**config.mk**
```make
export PLATFORM = sky130hd
export DESIGN_NAME = m_lsu
export DESIGN_NICKNAME = d
export VERILOG_FILES = /design/src/rtl/lsu_pkg.sv /design/src/rtl/m_lsu_align.sv /design/src/rtl/m_lsu.sv
export SDC_FILE = /design/constraint.sdc
export NUM_CORES = 1
export LEC_CHECK = 0
export CAP_MARGIN = 20
export CORE_MARGIN = 2
export CORE_UTILIZATION = 34
export DETAILED_ROUTE_END_ITERATION = 16
export DONT_BUFFER_PORTS = 1
export PLACE_DENSITY = 0.54
export SYNTH_ARGS = -nofsm -noshare
export SYNTH_HDL_FRONTEND = slang
export SYNTH_HIERARCHICAL = 1
export SYNTH_SLANG_ARGS = --single-unit
export TNS_END_PERCENT = 10
```
**constraint.sdc**
```tcl
create_clock -name clk_i -period 1.6 [get_ports clk_i]
set_input_delay 0.32 -clock clk_i [delete_from_list [all_inputs] [get_ports clk_i]]
set_output_delay 0.32 -clock clk_i [all_outputs]
set_load 0.02 [all_outputs]
```
**src/rtl/lsu_pkg.sv**
```systemverilog
// lsu_pkg: shared encodings, request record and address helpers for the m_lsu load/store unit.
package lsu_pkg;
   localparam int DMEM_BYTES_DEF = 32768;
   typedef enum logic [1:0] {SZ_B = 2'b00, SZ_H = 2'b01, SZ_W = 2'b10, SZ_X = 2'b11} size_e;
   typedef enum logic [1:0] {IDLE, ISSUE, WAIT, RESP} state_e;
   typedef struct packed {
      logic        we;
      logic [31:0] addr;
      logic [31:0] wdata;
      size_e       size;
      logic        uns;
   } req_t;
   function automatic logic misaligned(input size_e s, input logic [1:0] a);
      return (s == SZ_H && a[0]) || (s == SZ_W && a != 2'b00);
   endfunction
   function automatic logic [31:0] fix_addr(input size_e s, input logic [31:0] addr);
      return s == SZ_H ? {addr[31:1], 1'b0} : s == SZ_W ? {addr[31:2], 2'b00} : addr;
   endfunction
endpackage

```
**src/rtl/m_lsu_align.sv**
```systemverilog
// m_lsu_align: store strobe/lane replication and load shift/extension for one access.
module m_lsu_align
   import lsu_pkg::*;
(
   input  size_e       size_i,
   input  logic [1:0]  a_i,
   input  logic        uns_i,
   input  logic [31:0] wdata_i,
   input  logic [31:0] rdata_i,
   output logic [3:0]  wstrb_o,
   output logic [31:0] wdata_o,
   output logic [31:0] ldata_o
);
   logic [31:0] sh;
   always_comb begin
      sh      = rdata_i >> {a_i, 3'b000};
      wstrb_o = size_i == SZ_B ? 4'b0001 << a_i : size_i == SZ_H ? 4'b0011 << a_i :
                size_i == SZ_W ? 4'b1111 : 4'b0000;
      wdata_o = size_i == SZ_B ? {4{wdata_i[7:0]}} : size_i == SZ_H ? {2{wdata_i[15:0]}} : wdata_i;
      ldata_o = size_i == SZ_B ? {{24{~uns_i & sh[7]}}, sh[7:0]} :
                size_i == SZ_H ? {{16{~uns_i & sh[15]}}, sh[15:0]} : sh;
   end
endmodule

```
**src/rtl/m_lsu.sv**
```systemverilog
// m_lsu: single-outstanding load/store unit between a valid/ready request port and a 32-bit dmem.
// Define LSU_ALIGN_CHECK_EN to reject misaligned accesses instead of forcing alignment.
module m_lsu
   import lsu_pkg::*;
#(
   parameter int DMEM_BYTES = DMEM_BYTES_DEF
) (
   input  logic        clk_i,
   input  logic        rst_i,
   input  logic        req_valid_i,
   output logic        req_ready_o,
   input  logic        req_we_i,
   input  logic [31:0] req_addr_i,
   input  logic [31:0] req_wdata_i,
   input  logic [1:0]  req_size_i,
   input  logic        req_unsigned_i,
   output logic        rsp_valid_o,
   input  logic        rsp_ready_i,
   output logic [31:0] rsp_rdata_o,
   output logic        rsp_err_o,
   output logic        re_o,
   output logic        we_o,
   output logic [31:0] addr_o,
   output logic [31:0] wdata_o,
   output logic [3:0]  wstrb_o,
   input  logic [31:0] rdata_i
);
   state_e      state_q, state_d;
   req_t        req_q, req_d;
   logic [31:0] rdata_q, rdata_d, eff_addr, wrep, ldata;
   logic        err_q, err_d, req_err, issue;
   logic [3:0]  strb;
   size_e       req_size;
   assign req_size = size_e'(req_size_i);
`ifdef LSU_ALIGN_CHECK_EN
   assign req_err  = req_size == SZ_X || req_addr_i >= 32'(DMEM_BYTES) || misaligned(req_size, req_addr_i[1:0]);
   assign eff_addr = req_addr_i;
`else
   assign req_err  = req_size == SZ_X || req_addr_i >= 32'(DMEM_BYTES);
   assign eff_addr = fix_addr(req_size, req_addr_i);
`endif
   m_lsu_align u_align (
      .size_i  (req_q.size),
      .a_i     (req_q.addr[1:0]),
      .uns_i   (req_q.uns),
      .wdata_i (req_q.wdata),
      .rdata_i (rdata_i),
      .wstrb_o (strb),
      .wdata_o (wrep),
      .ldata_o (ldata)
   );
   always_comb begin
      state_d = state_q;
      req_d   = req_q;
      rdata_d = rdata_q;
      err_d   = err_q;
      case (state_q)
         IDLE: if (req_valid_i) begin
            req_d   = '{we: req_we_i, addr: eff_addr, wdata: req_wdata_i, size: req_size, uns: req_unsigned_i};
            rdata_d = '0;
            err_d   = req_err;
            state_d = req_err ? RESP : ISSUE;
         end
         ISSUE: state_d = req_q.we ? RESP : WAIT;
         WAIT: begin
            rdata_d = ldata;
            state_d = RESP;
         end
         RESP: state_d = rsp_ready_i ? IDLE : RESP;
      endcase
   end
   always_ff @(posedge clk_i) begin
      if (rst_i) begin
         state_q <= IDLE;
         req_q   <= '0;
         rdata_q <= '0;
         err_q   <= 1'b0;
      end else begin
         state_q <= state_d;
         req_q   <= req_d;
         rdata_q <= rdata_d;
         err_q   <= err_d;
      end
   end
   // dmem enables drop immediately on reset so an interrupted ISSUE never writes
   assign issue       = state_q == ISSUE;
   assign re_o        = issue && !req_q.we && !rst_i;
   assign we_o        = issue && req_q.we && !rst_i;
   assign addr_o      = {req_q.addr[31:2], 2'b00};
   assign wdata_o     = wrep;
   assign wstrb_o     = issue ? strb : 4'b0000;
   assign req_ready_o = state_q == IDLE;
   assign rsp_valid_o = state_q == RESP;
   assign rsp_rdata_o = rdata_q;
   assign rsp_err_o   = err_q;
endmodule

```
# After elaboration in Yosys (flattened, before gate mapping)
# Index checks and enable logic that the tools add are counted.
# W data, S select, Z words.
# classes
n_lt_le_gt_ge,1
eq_ne,9
shift,3
n_mux,17
bitwise,3
reduce_logical,12
# op_table
cell,count
$mux W32,5
$pmux W32 S2,1
$ge A32 B16 Y1 const B,1
$shr A32 B5 Y32,1
$mux W4,4
$eq A2 B2 Y1 const B,5
$mux W2,5
$pmux W2 S4,1
$eq A2 B1 Y1 const B,3
$logic_and A1 B1 Y1,4
$logic_not A2 Y1,2
$reduce_and A2 Y1,2
$shl A1 B2 Y4 const A,1
$shl A2 B2 Y4 const A,1
$and A1 B1 Y1,2
$logic_not A1 Y1,2
$ne A2 B2 Y1 const B,1
$reduce_bool A2 Y1,1
$logic_or A1 B1 Y1,1
$mux W1,1
$not A1 Y1,1
# totals
regBits,103
in_bits,104
output_inout_bits,105
elab_cells,53

# Longest topological paths before layout
# depth
depth_word,5
depth_mapped,8
ltp_nobuf,6

# Cells and area by module
# The synthesis kept the hierarchy.
# by_module_without_submodules
module,instances,cells_per_inst,area_per_inst_um2,seq_area_each_um2
m_lsu,1,503,4065.1,2062.0
m_lsu_align,1,184,1332.5,0.0

# Worst setup path after synthesis
# Ideal clock, no wire load.
# synth_path
path_type,reg-to-output
startpoint,reg req_q[1] in the netlist's numbering
endpoint,out wdata_o[15]
t_arrival_ps,1473
t_required_ps,1280
slack_ps,-193
stages_incl_launch_ff,5
path_buffers,2
cell_sequence,dfxtp_1 > buf_2 > nor2_2 > buf_4 > mux2_2
# synth_between
elab_chain_cells,2
# synth_rtl
item,line,rtl
from (decl),m_lsu.sv:29,"req_t req_q, req_d;"
from (signal assigned),m_lsu.sv:80,req_q <= req_d;
$logic_not A2 Y1,m_lsu_align.sv:19,wdata_o = size_i == SZ_B ? {4{wdata_i[7:0]}} : size_i == SZ_H ? {2{wdata_i[15:0]}} : wdata_i;
$mux W32,m_lsu_align.sv:19,
to (decl),m_lsu.sv:24,"output logic [31:0] wdata_o,"
# No other way between the ends.

# Worst setup path after layout
# layout_path
startpoint,reg req_q[1] in the netlist's numbering
endpoint,out wdata_o[13]
# The elaborated chain is that of the path after synthesis.

==> summary.md <==
| Metric | Value |
|---|---|
| CTS tree | yes |
| Placeable Area | 15700 um2 |
| Lkg Pwr | 2.17 nW |
| Critical path's slowest cell | dfxtp_2 |
| Synth top area share | 0.382 |
| # fillers | 1630 |
| Die Wd | 130 um |
| First-pass GRT wire length | 22500 um |
| Tot Pwr | 6.30 mW |
| Antenna-violating nets left | 0 |
| Worst IR Drop VDD | 0.000453 V |
| Clock power share | 0.334 |
| Hold_buf cts | 0 |
| DIE HEIGHT | 130 um |
| Failing checks | setup timing |
| Die area | 16900 um2 |
| Top Ports | 209 |
| # diodes | 0 |
| Layout area overhead | 10.8% |
| Wirelength per Cell | 17.2 um |
| Initial antenna violation count | 0 |
| CP Class | register to output pin |
| RSZ-0062 raised after global routing | yes |
| Worst EP arrival | 1.46 ns |
| Cell mode on critical path | buf_12 |
| Switching power total | 1.94 mW |
| Status | finished, violations left |
| Setup crit end kind | output pin |
| GR Util All Layers | 0.171 |
| CTS root buffer | clkbuf_16 |
| Share of cells above drive strength 1 | 0.181 |
| Final setup fails | 45 |
| Max incr delay on CP | 0.35 ns |
| Ys async rst share | 0 |
| PortBufs | 0 |
| Synth Area per Inst | 7.86 um2 |
| Total wire length | 15000 um |
| Vias per inst | 5.12 |
| Nets | 760 |
| Most common cell after layout, fill and taps aside | nand2_1 |
| Drt drc | 0 |
| Largest net degree at the start of global routing | 105 |
| Final HPWL DP | 10700 um |
| Worst path required time | 1.28 ns |
| Seq pwr share | 0.476 |
| Period utilization | 1.11 |
| Max clock buf depth | 2 |
| Number of max-cap violations | 0 |
| Setup_tns | -3.99 ns |
| PwrDens | 1050 nW/um2 |
| Final core occ | 0.381 |
| Crit-path max FO | 9 |
| Post-synth EDFFs | 0 |
| Worst R2R Setup Slack | -0.08 ns |
| Clock Skews | 0.00612 ns |
| Bufs and invs on worst path | 2 |
| GRT overflow | 0 |
| Register area share after synthesis | 0.382 |
| Switching Share | 0.309 |
| Post-Syn Area | 5400 um2 |
| Crit-path cells | buf_12 -> nor2_4 -> buf_12 -> mux2_4 |
| CTS buffer count | 9 |
| Synth Register Bits | 103 |
| Final setup margin | -0.180 ns |
| Most frequent cells in the layout | nand2_1 (176), a21oi_1 (112), dfxtp_1 (97) |
| F_max | 0.562 GHz |
| Cells after Synth | 687 |
| Pins Over Slew Limit | 0 |
| Reg clk slew, reported paths | 0.07 ns |
| Distinct cells, synth | 44 |
| H-tree depth | 3 |
| Via count | 4472 |
| TritonRoute pass-1 iters | 4 |
| Area contributors post-synth | dfxtp_1 (38%), nand2_1 (12%), a21oi_1 (10%), buf_4 (6.0%), mux2i_1 (4.8%) |
| Initial Util | 0.344 |
| Num Clock Sinks | 103 |
| Vias in the first global route | 4335 |
| Fin crit period | 1.78 ns |
| Ys Warns | 6 |
| Crit-path leading delay family | flip-flops |
| Crit. path cell count | 4 |
| Reg2reg path depth | 7 |
| Tightest Hold Check Type | input port to register |
| Drt first-iter violations | 212 |
| Pint | 4.35 mW |
| CP startpoint kind | register |
| Most used DFF post-synth | dfxtp_1 |
| Cell taking the most area after synthesis | dfxtp_1 |
| Final hold violation count | 0 |
| Worst hold stages | 1 |
| Clk Latency, worst-skew pair | 0.35 ns |
| GPL Wtd Cong | 0.889 |
| Row count | 46 |
| Combinational share of power | 0.190 |
==> final cells by class <==
| cell class | count | area [um2] | share of cell area |
|---|---|---|---|
| clock buffer | 11 | 243 | 0.0406 |
| multi-input combinational | 486 | 2820 | 0.471 |
| sequential | 103 | 2070 | 0.347 |
| timing repair buffer | 49 | 528 | 0.0883 |
| tap | 216 | 270 | 0.0452 |
| clock inverter | 5 | 32.5 | 0.00544 |
| inverter | 3 | 17.5 | 0.00293 |
==> timing repair <==
item | in CTS | in global routing
gates resized for setup | 45 | 11
cloned | 1 | 0
pin swaps | 6 | 2
buffers inserted | 6 | 0
setup endpoints to repair | 30 | 54
==> worst register-to-register path: stages (launching register included) <==
cell and delay [ns]:
dfxtp_4 0.37, buf_6 0.10, mux4_2 0.49, nor2b_4 0.15, nand2b_4 0.20, o21a_1 0.12
nand2_1 0.07, a21oi_1 0.06
==> final timing paths <==
kind / from / endpoint
setup / recovery: req_q[1] / wdata_o[13]
setup reg to reg: req_q[35] / rsp_rdata_o[20]
hold reg to reg: req_q[29] / req_q[29]
hold / removal: rst_i / req_q[67]
==> synthesized netlist by cell type (2+ instances only) <==
cell        n
nand2_1   177
a21oi_1   113
dfxtp_1   103
buf_4      43
nand3_1    34
mux2i_1    26
nor2_1     20
clkbuf_1   18
o21ai_0    18
buf_2      17
mux2_2     17
buf_6      15
o21a_1     12
nor2b_1     9
a211oi_1    8
a21o_1      7
and2_1      6
a31oi_1     4
ha_1        4
buf_1       3
inv_1       3
nand2b_1    3
nor3b_1     3
nand2b_4    2
nor3_1      2
nor4_1      2
==> sequential cells by signal, summed over array words and instances (netlist names) <==
register     flops
rsp_rdata_o     32
req_q           38
addr_o          30
rsp_err_o        1
state_q          2
==> per-stage QoR <==
step	hold WS [ns]	setup slack (ns)	instance area (um2)	std cells
4_1_cts	0.0236	-0.189	5940	873
5_1_grt	0.0221	-0.223	5980	873
6_report	0.0435	-0.180	5980	873
2_1_floorplan	0.433	-0.150	5410	688
3_5_place_dp	0.399	0.00712	5440	850
3_3_place_gp	0.397	0.0200	5440	850
==> power by group through the flow <==
stage          Clock (mW)  Combinational (mW)  Sequential (mW)
2_1_floorplan           0                1.06             2.95
3_3_place_gp            0                1.09             3.05
3_5_place_dp            0                1.11             3.05
4_1_cts              2.17                1.19             3.00
5_1_grt              2.29                1.32             3.02
6_report             2.10                1.20             3.00
==> routing by layer <==
metal,global-route usage,part of all wire,up-vias
li1,-,-,2204
met1,0.206,0.42,2072
met2,0.277,0.46,171
met3,0.0656,0.10,25
met4,0.0658,0.023,0
met5,0,0,-
==> cells by family (layout without fill, tap and decap cells) <==
logic type               after synthesis  in the layout  synth area share
AO/OA/AOI/OAI                        169            169             0.178
adder cells (fa/ha/maj)                4              4           0.00927
buffers and inverters                 99             68             0.124
flip-flops                           103            103             0.382
multiplexers                          44             44            0.0879
other                                  1              2          0.000695
AND/OR/NAND/NOR                      267            267             0.218
No activity file was read; power rests on OpenSTA's default activity.
==> RTL change 1 (same flow settings) <==
Register the output `rsp_err_o` once more, cleared by the reset; this adds one clock of latency there. The other outputs are not delayed to match.
--- a/src/rtl/m_lsu.sv
+++ b/src/rtl/m_lsu.sv
@@ -92,6 +92,12 @@
    assign req_ready_o = state_q == IDLE;
    assign rsp_valid_o = state_q == RESP;
    assign rsp_rdata_o = rdata_q;
-   assign rsp_err_o   = err_q;
+   always_ff @(posedge clk_i) begin
+      if (rst_i) begin
+         rsp_err_o <= '0;
+      end else begin
+         rsp_err_o <= err_q;
+      end
+   end
 endmodule
 
Function: changed (Yosys sat finds a counterexample within 4 cycles, from zero or initial values and one cycle with rst_i high).
==> RTL change 1 against the original RTL <==
  * Setup slack improved by 0.034 ns
  * Routed wire length rose by 3.0%
  * Count of clock-buffer cells in the layout increased by 1
  * Combinational power about the same
  * Critical endpoint is now wdata_o[15]
  * Largest power group unchanged
  * Total power grew 3.7%
  * Cell area is 1.3% higher
  * First-iteration DRC count increased by 1.9%
  * Synthesized area rose by 0.49%
  * Synthesized cell count is 0.29% higher
  * Sequential cell count rose by 1
  * The run still ends with negative setup slack left
==> RTL change 1: results (changes against the original RTL) <==
- 7.20 mm — WL met2, +4.8%
- 17.6 um — average wire per standard cell, +2.5%
- 0.00611 ns — Layout Skew, -0.0000165 ns
- 44 — unique cell type count in the Yosys netlist, unchanged
- -0.0131 ns — post-placement worst setup slack, -0.0203 ns
- 6.21 mm — detailed-routing wirelength on met1, -1.2%
- 38.4% — part of the Yosys area used for sequential elements, +0.18 points
- 1 — depth of the worst hold-timing path, unchanged
- 106 — pin count of the biggest net entering global routing, +0.95%
- -0.10 ns — Register-to-Register Setup Slack, -0.02 ns
- 4402 — vias in the first global route, +1.5%
- -0.147 ns — fin worst setup slack, +0.0337 ns
- req_q — largest register by flop count
- 23.2 mm — first-pass GRT wire length, +3.2%
- 591 uV — worst IR drop on VDD, +31%
- nand2_1 (177), a21oi_1 (113), dfxtp_1 (104) — leading post-synthesis cells by instance count
- 46 — # setup viols final, +2.2%
- 1.68 mm — met3 layer wire length in the routed design, +12%
- 0 — number of input and output port buffers inserted, unchanged
- 1 — initial antenna violation count, +1
- 6 — number of synthesis warnings, unchanged
- 18.5% — share of cells above drive strength 1, +0.37 points
- negative setup slack — violations in the final reports
- 763 — Layout Nets, +0.39%
- 3 — CTS HTree Levels, unchanged
- req_q[67]$_SDFFE_PP0P_ — endpoint with the worst hold slack
- 17.5% — global-route usage over all layers, +0.40 points
- 5.15 — drt via density, +0.48%
- 0.07 ns — clock slew at reported path FFs, about the same
- 4 — Pre-Repair DR Iteration Count, unchanged
- 0.35 ns — clock latency reported for the late side of the worst-skew pair, about the same
- 849 — total placed cells including tap cells, -0.12%
- mux2_4 — Slowest-stage cell, CP
- rst_i — Hold Crit Start
- 0.855 — placer's final routability congestion estimate, -3.8%
- rsp_rdata_o[23]$_SDFFE_PP0P_ — capture point of the worst reg-to-reg path
- req_q[1]$_SDFFE_PP0P_ — start point of the critical path
- 1646 — fillcell total, +0.98%
- 1.43 ns — arrival time at the worst endpoint, -0.03 ns
- 216 — detailed router's first-iteration violation count, +1.9%
- 877 — number of non-filler instances in the completed layout, +0.46%
- 10 — top fanout value on the critical path, +1
- 0% — proportion of synthesized flip-flops having asynchronous set or reset, unchanged
- 2.20 nW — leak pwr, +1.5%
- 9 — total CTS buffers, unchanged
- 10.9 mm — Detail Placement HPWL, +1.4%
- met4 — uppermost signal routing layer after detailed routing
- finished, violations left — status
- clkbuf_16 — clk root buf
- 8 — Worst Reg2Reg Path Length in Cells, +1
- dfxtp_1 (38%), nand2_1 (12%), a21oi_1 (10%) — leading post-synthesis cells by cell area
- in -> reg — class of the tightest hold or removal check
- 7.87 um2 — Post-Synthesis Mean Instance Area, +0.20%
[RTL change 1: cell types whose count changed after synthesis]
| cell | before | now |
|---|---|---|
| buf_2 | 17 | 20 |
| buf_1 | 3 | 2 |
| buf_4 | 43 | 42 |
| clkbuf_1 | 18 | 17 |
| dfxtp_1 | 103 | 104 |
| nor2b_1 | 9 | 10 |
[RTL change 1: layout make-up]
class | instances | area (um2) | share of cell area [%]
timing repair buffer | 50 | 509 | 8.40
sequential | 104 | 2100 | 34.6
antenna | 1 | 2.50 | 0.0413
tap | 216 | 270 | 4.46
clock inverter | 4 | 52.6 | 0.867
clock buffer | 12 | 256 | 4.23
inverter | 3 | 13.8 | 0.227
multi-input combinational | 487 | 2860 | 47.1
[RTL change 1: repair_timing]
action,4_1_cts,5_1_grt
pin swaps,5,1
setup buffers,11,1
endpoints found under the setup margin,43,54
gates resized for setup,52,23
endpoints found under the hold margin,0,0
[RTL change 1: worst max path at each step]
stage / slack, ns / depth (start not counted) / endpoint
after detailed placement: -0.01 / 7 / rsp_rdata_o[23]$_SDFFE_PP0P_
after global routing: -0.24 / 5 / wdata_o[31]
after floorplan: -0.15 / 4 / wdata_o[29]
after global placement: 0.01 / 6 / rsp_rdata_o[16]$_SDFFE_PP0P_
final: -0.15 / 4 / wdata_o[15]
after CTS: -0.17 / 6 / wstrb_o[2]
[RTL change 1: routing by layer]
metal / GRT usage (%) / up-vias
met3: 7.67 / 21
met5: 0 / -
met1: 20.5 / 2114
met4: 6.83 / 0
met2: 28.2 / 168
li1: - / 2211
[RTL change 1: where the power goes]
| part | switching [mW] | internal (mW) |
|---|---|---|
| Sequential | 0.273 | 2.76 |
| Clock | 0.995 | 1.30 |
| Combinational | 0.679 | 0.522 |
| Total | 1.95 | 4.58 |
[RTL change 1: worst max-delay path: cells and delay by family (launching register included)]
kind | cells | cell delay [ns]
flops | 1 | 0.33
mux | 1 | 0.35
buf+inv | 2 | 0.29
simple gates | 1 | 0.11
[RTL change 1: cell families (layout without fill, tap and decap cells)]
family / after synthesis / after routing / share of synthesized area [%]
AND/OR/NAND/NOR: 268 / 268 / 21.8
multiplexers: 44 / 44 / 8.74
flip-flops: 104 / 104 / 38.4
other: 1 / 3 / 0.0691
adder cells (fa/ha/maj): 4 / 4 / 0.923
buffers and inverters: 99 / 69 / 12.3
AO/OA/AOI/OAI: 169 / 169 / 17.7
[RTL change 1: stage by stage]
step                setup TNS [ns]  power, mW  cell area, um2  hold slack [ns]
floorplan                   -0.910       4.03            5440            0.433
global placement                 0       4.16            5450            0.397
detailed placement         -0.0939       4.18            5450            0.398
CTS                          -4.83       6.58            5990           0.0227
global route                 -7.81       6.85            6060           0.0295
finish                       -4.11       6.53            6060           0.0452
==> RTL change 2 (same flow settings) <==
Made on the original files. Build with the macro `LSU_ALIGN_CHECK_EN` defined.
--- a/src/rtl/m_lsu.sv
+++ b/src/rtl/m_lsu.sv
@@ -1,5 +1,7 @@
 // m_lsu: single-outstanding load/store unit between a valid/ready request port and a 32-bit dmem.
 // Define LSU_ALIGN_CHECK_EN to reject misaligned accesses instead of forcing alignment.
+`define LSU_ALIGN_CHECK_EN
+
 module m_lsu
    import lsu_pkg::*;
 #(
Formal check against the unedited RTL: not equivalent (Yosys sat finds a counterexample within 4 cycles, from zero or initial values and one cycle with rst_i high).
==> RTL change 2 against the original RTL <==
  * The flow still finishes with violations (negative setup slack)
  * Setup slack got worse by 0.013 ns
  * Core utilization is 2.1 points higher
  * Synthesized area shrank 0.81%
  * Combinational power up 9%
  * Routed wire length increased by 6.3%
  * Cell area is 2.8% higher
  * Total power grew 4.9%
  * Die area down 0.79%
  * Register-to-register slack got worse by 0.04 ns
  * Largest cell class unchanged
  * Sequential cell count did not move
  * Critical endpoint is now wstrb_o[2]
==> RTL change 2: results (changes against the original RTL) <==
- 0.00910 ns — Layout Skew, +0.00297 ns
- 15.9 mm — Total Routed Length, +6.3%
- 2.26 nW — leak pwr, +4.4%
- dfxtp_1 (39%), nand2_1 (12%), a21oi_1 (11%) — leading post-synthesis cells by cell area
- nand2_1 (178), a21oi_1 (115), dfxtp_1 (103) — leading post-synthesis cells by instance count
- 0.00541 mm2 — total cell area at the placement stage, -0.62%
- 848 — total placed cells including tap cells, -0.24%
- -0.193 ns — fin worst setup slack, -0.0130 ns
- -0.0462 ns — post-placement worst setup slack, -0.0533 ns
- 17.3% — compound-gate portion of the synthesized area, -0.56 points
- 11.2 mm — Detail Placement HPWL, +4.4%
- 0.893 — placer's final routability congestion estimate, +0.44%
- 18.4% — global-route usage over all layers, +1.3 points
- 4599 — total number of vias, +2.8%
- flip-flops — family of cells with the greatest summed delay on the critical path
- 41 — unique cell type count in the Yosys netlist, -6.8%
- 0.0394 ns — final worst hold slack, -0.00410 ns
- 24.1 mm — first-pass GRT wire length, +7.2%
- -4.90 ns — total negative slack for setup checks, -0.915 ns
- 4471 — vias in the first global route, +3.1%
- -0.12 ns — Register-to-Register Setup Slack, -0.04 ns
- 21.2% — share of cells above drive strength 1, +3.1 points
- 0.935% — Adder-Cell Fraction of Synth Area, +0.0076 points
- dfxtp_4 — Slowest-stage cell, CP
- 38 — Largest register FFs, unchanged
- 543 uV — worst IR drop on VDD, +20%
- 687 — cell count after synthesis, unchanged
- 38.5% — part of the Yosys area used for sequential elements, +0.31 points
- finished, violations left — status
- 1601 — fillcell total, -1.8%
- 45 — # setup viols final, unchanged
- negative setup slack — violations in the final reports
- 2 — Max clock buf depth, unchanged
- 3 — top fanout value on the critical path, -6
- 9.04% — portion of netlist area occupied by mux cells, +0.26 points
- 876 — number of non-filler instances in the completed layout, +0.34%
- 303 — detailed router's first-iteration violation count, +43%
- 768 — Layout Nets, +1.1%
==> RTL change 2: metal layers <==
layer  track usage, %  share of wire [%]  vias up
li1                 -                  -     2207
met2             31.1                 48      165
met4             3.92                1.1        0
met3             7.89                9.5       13
met1             22.0                 41     2214
met5                0                  0        -
==> RTL change 2: path summary, 6_finish.rpt <==
check | startpoint | endpoint
max | req_q[36]$_SDFFE_PP0P_ | wstrb_o[2]
min | rst_i | addr_o[8]$_SDFFE_PP0P_
max reg2reg | req_q[35]$_SDFFE_PP0P_ | rsp_rdata_o[19]$_SDFFE_PP0P_
min reg2reg | req_q[34]$_SDFFE_PP0P_ | req_q[34]$_SDFFE_PP0P_
==> RTL change 2: area by class of cell <==
class | instances | area (um2) | share of cell area (%)
Multi-Input combinational cell | 485 | 2880 | 46.8
Tap cell | 211 | 264 | 4.29
Timing Repair Buffer | 56 | 589 | 9.58
Clock inverter | 5 | 56.3 | 0.915
Sequential cell | 103 | 2080 | 33.9
Clock buffer | 11 | 253 | 4.11
Inverter | 5 | 23.8 | 0.386
==> RTL change 2: kinds of logic (layout without fill, tap and decap cells) <==
logic type	count (synthesis)	count (layout)
flops	103	103
simple gates	267	267
other cells	1	2
fa+ha+maj	4	4
compound gates	167	167
buf+inv	100	77
mux	45	45
==> RTL change 2: report_power, final <==
part / internal, mW / switching [mW]
registers: 2.73 / 0.279
clock network: 1.30 / 0.983
logic: 0.581 / 0.730
==> RTL change 2: what timing repair did <==
| item | in CTS | in global routing |
|---|---|---|
| hold endpoints to repair | 0 | 0 |
| setup buffers | 8 | 4 |
| hold buffers | 0 | 0 |
| endpoints found under the setup margin | 43 | 57 |
| pin swaps | 10 | 12 |
| gates resized for setup | 57 | 38 |
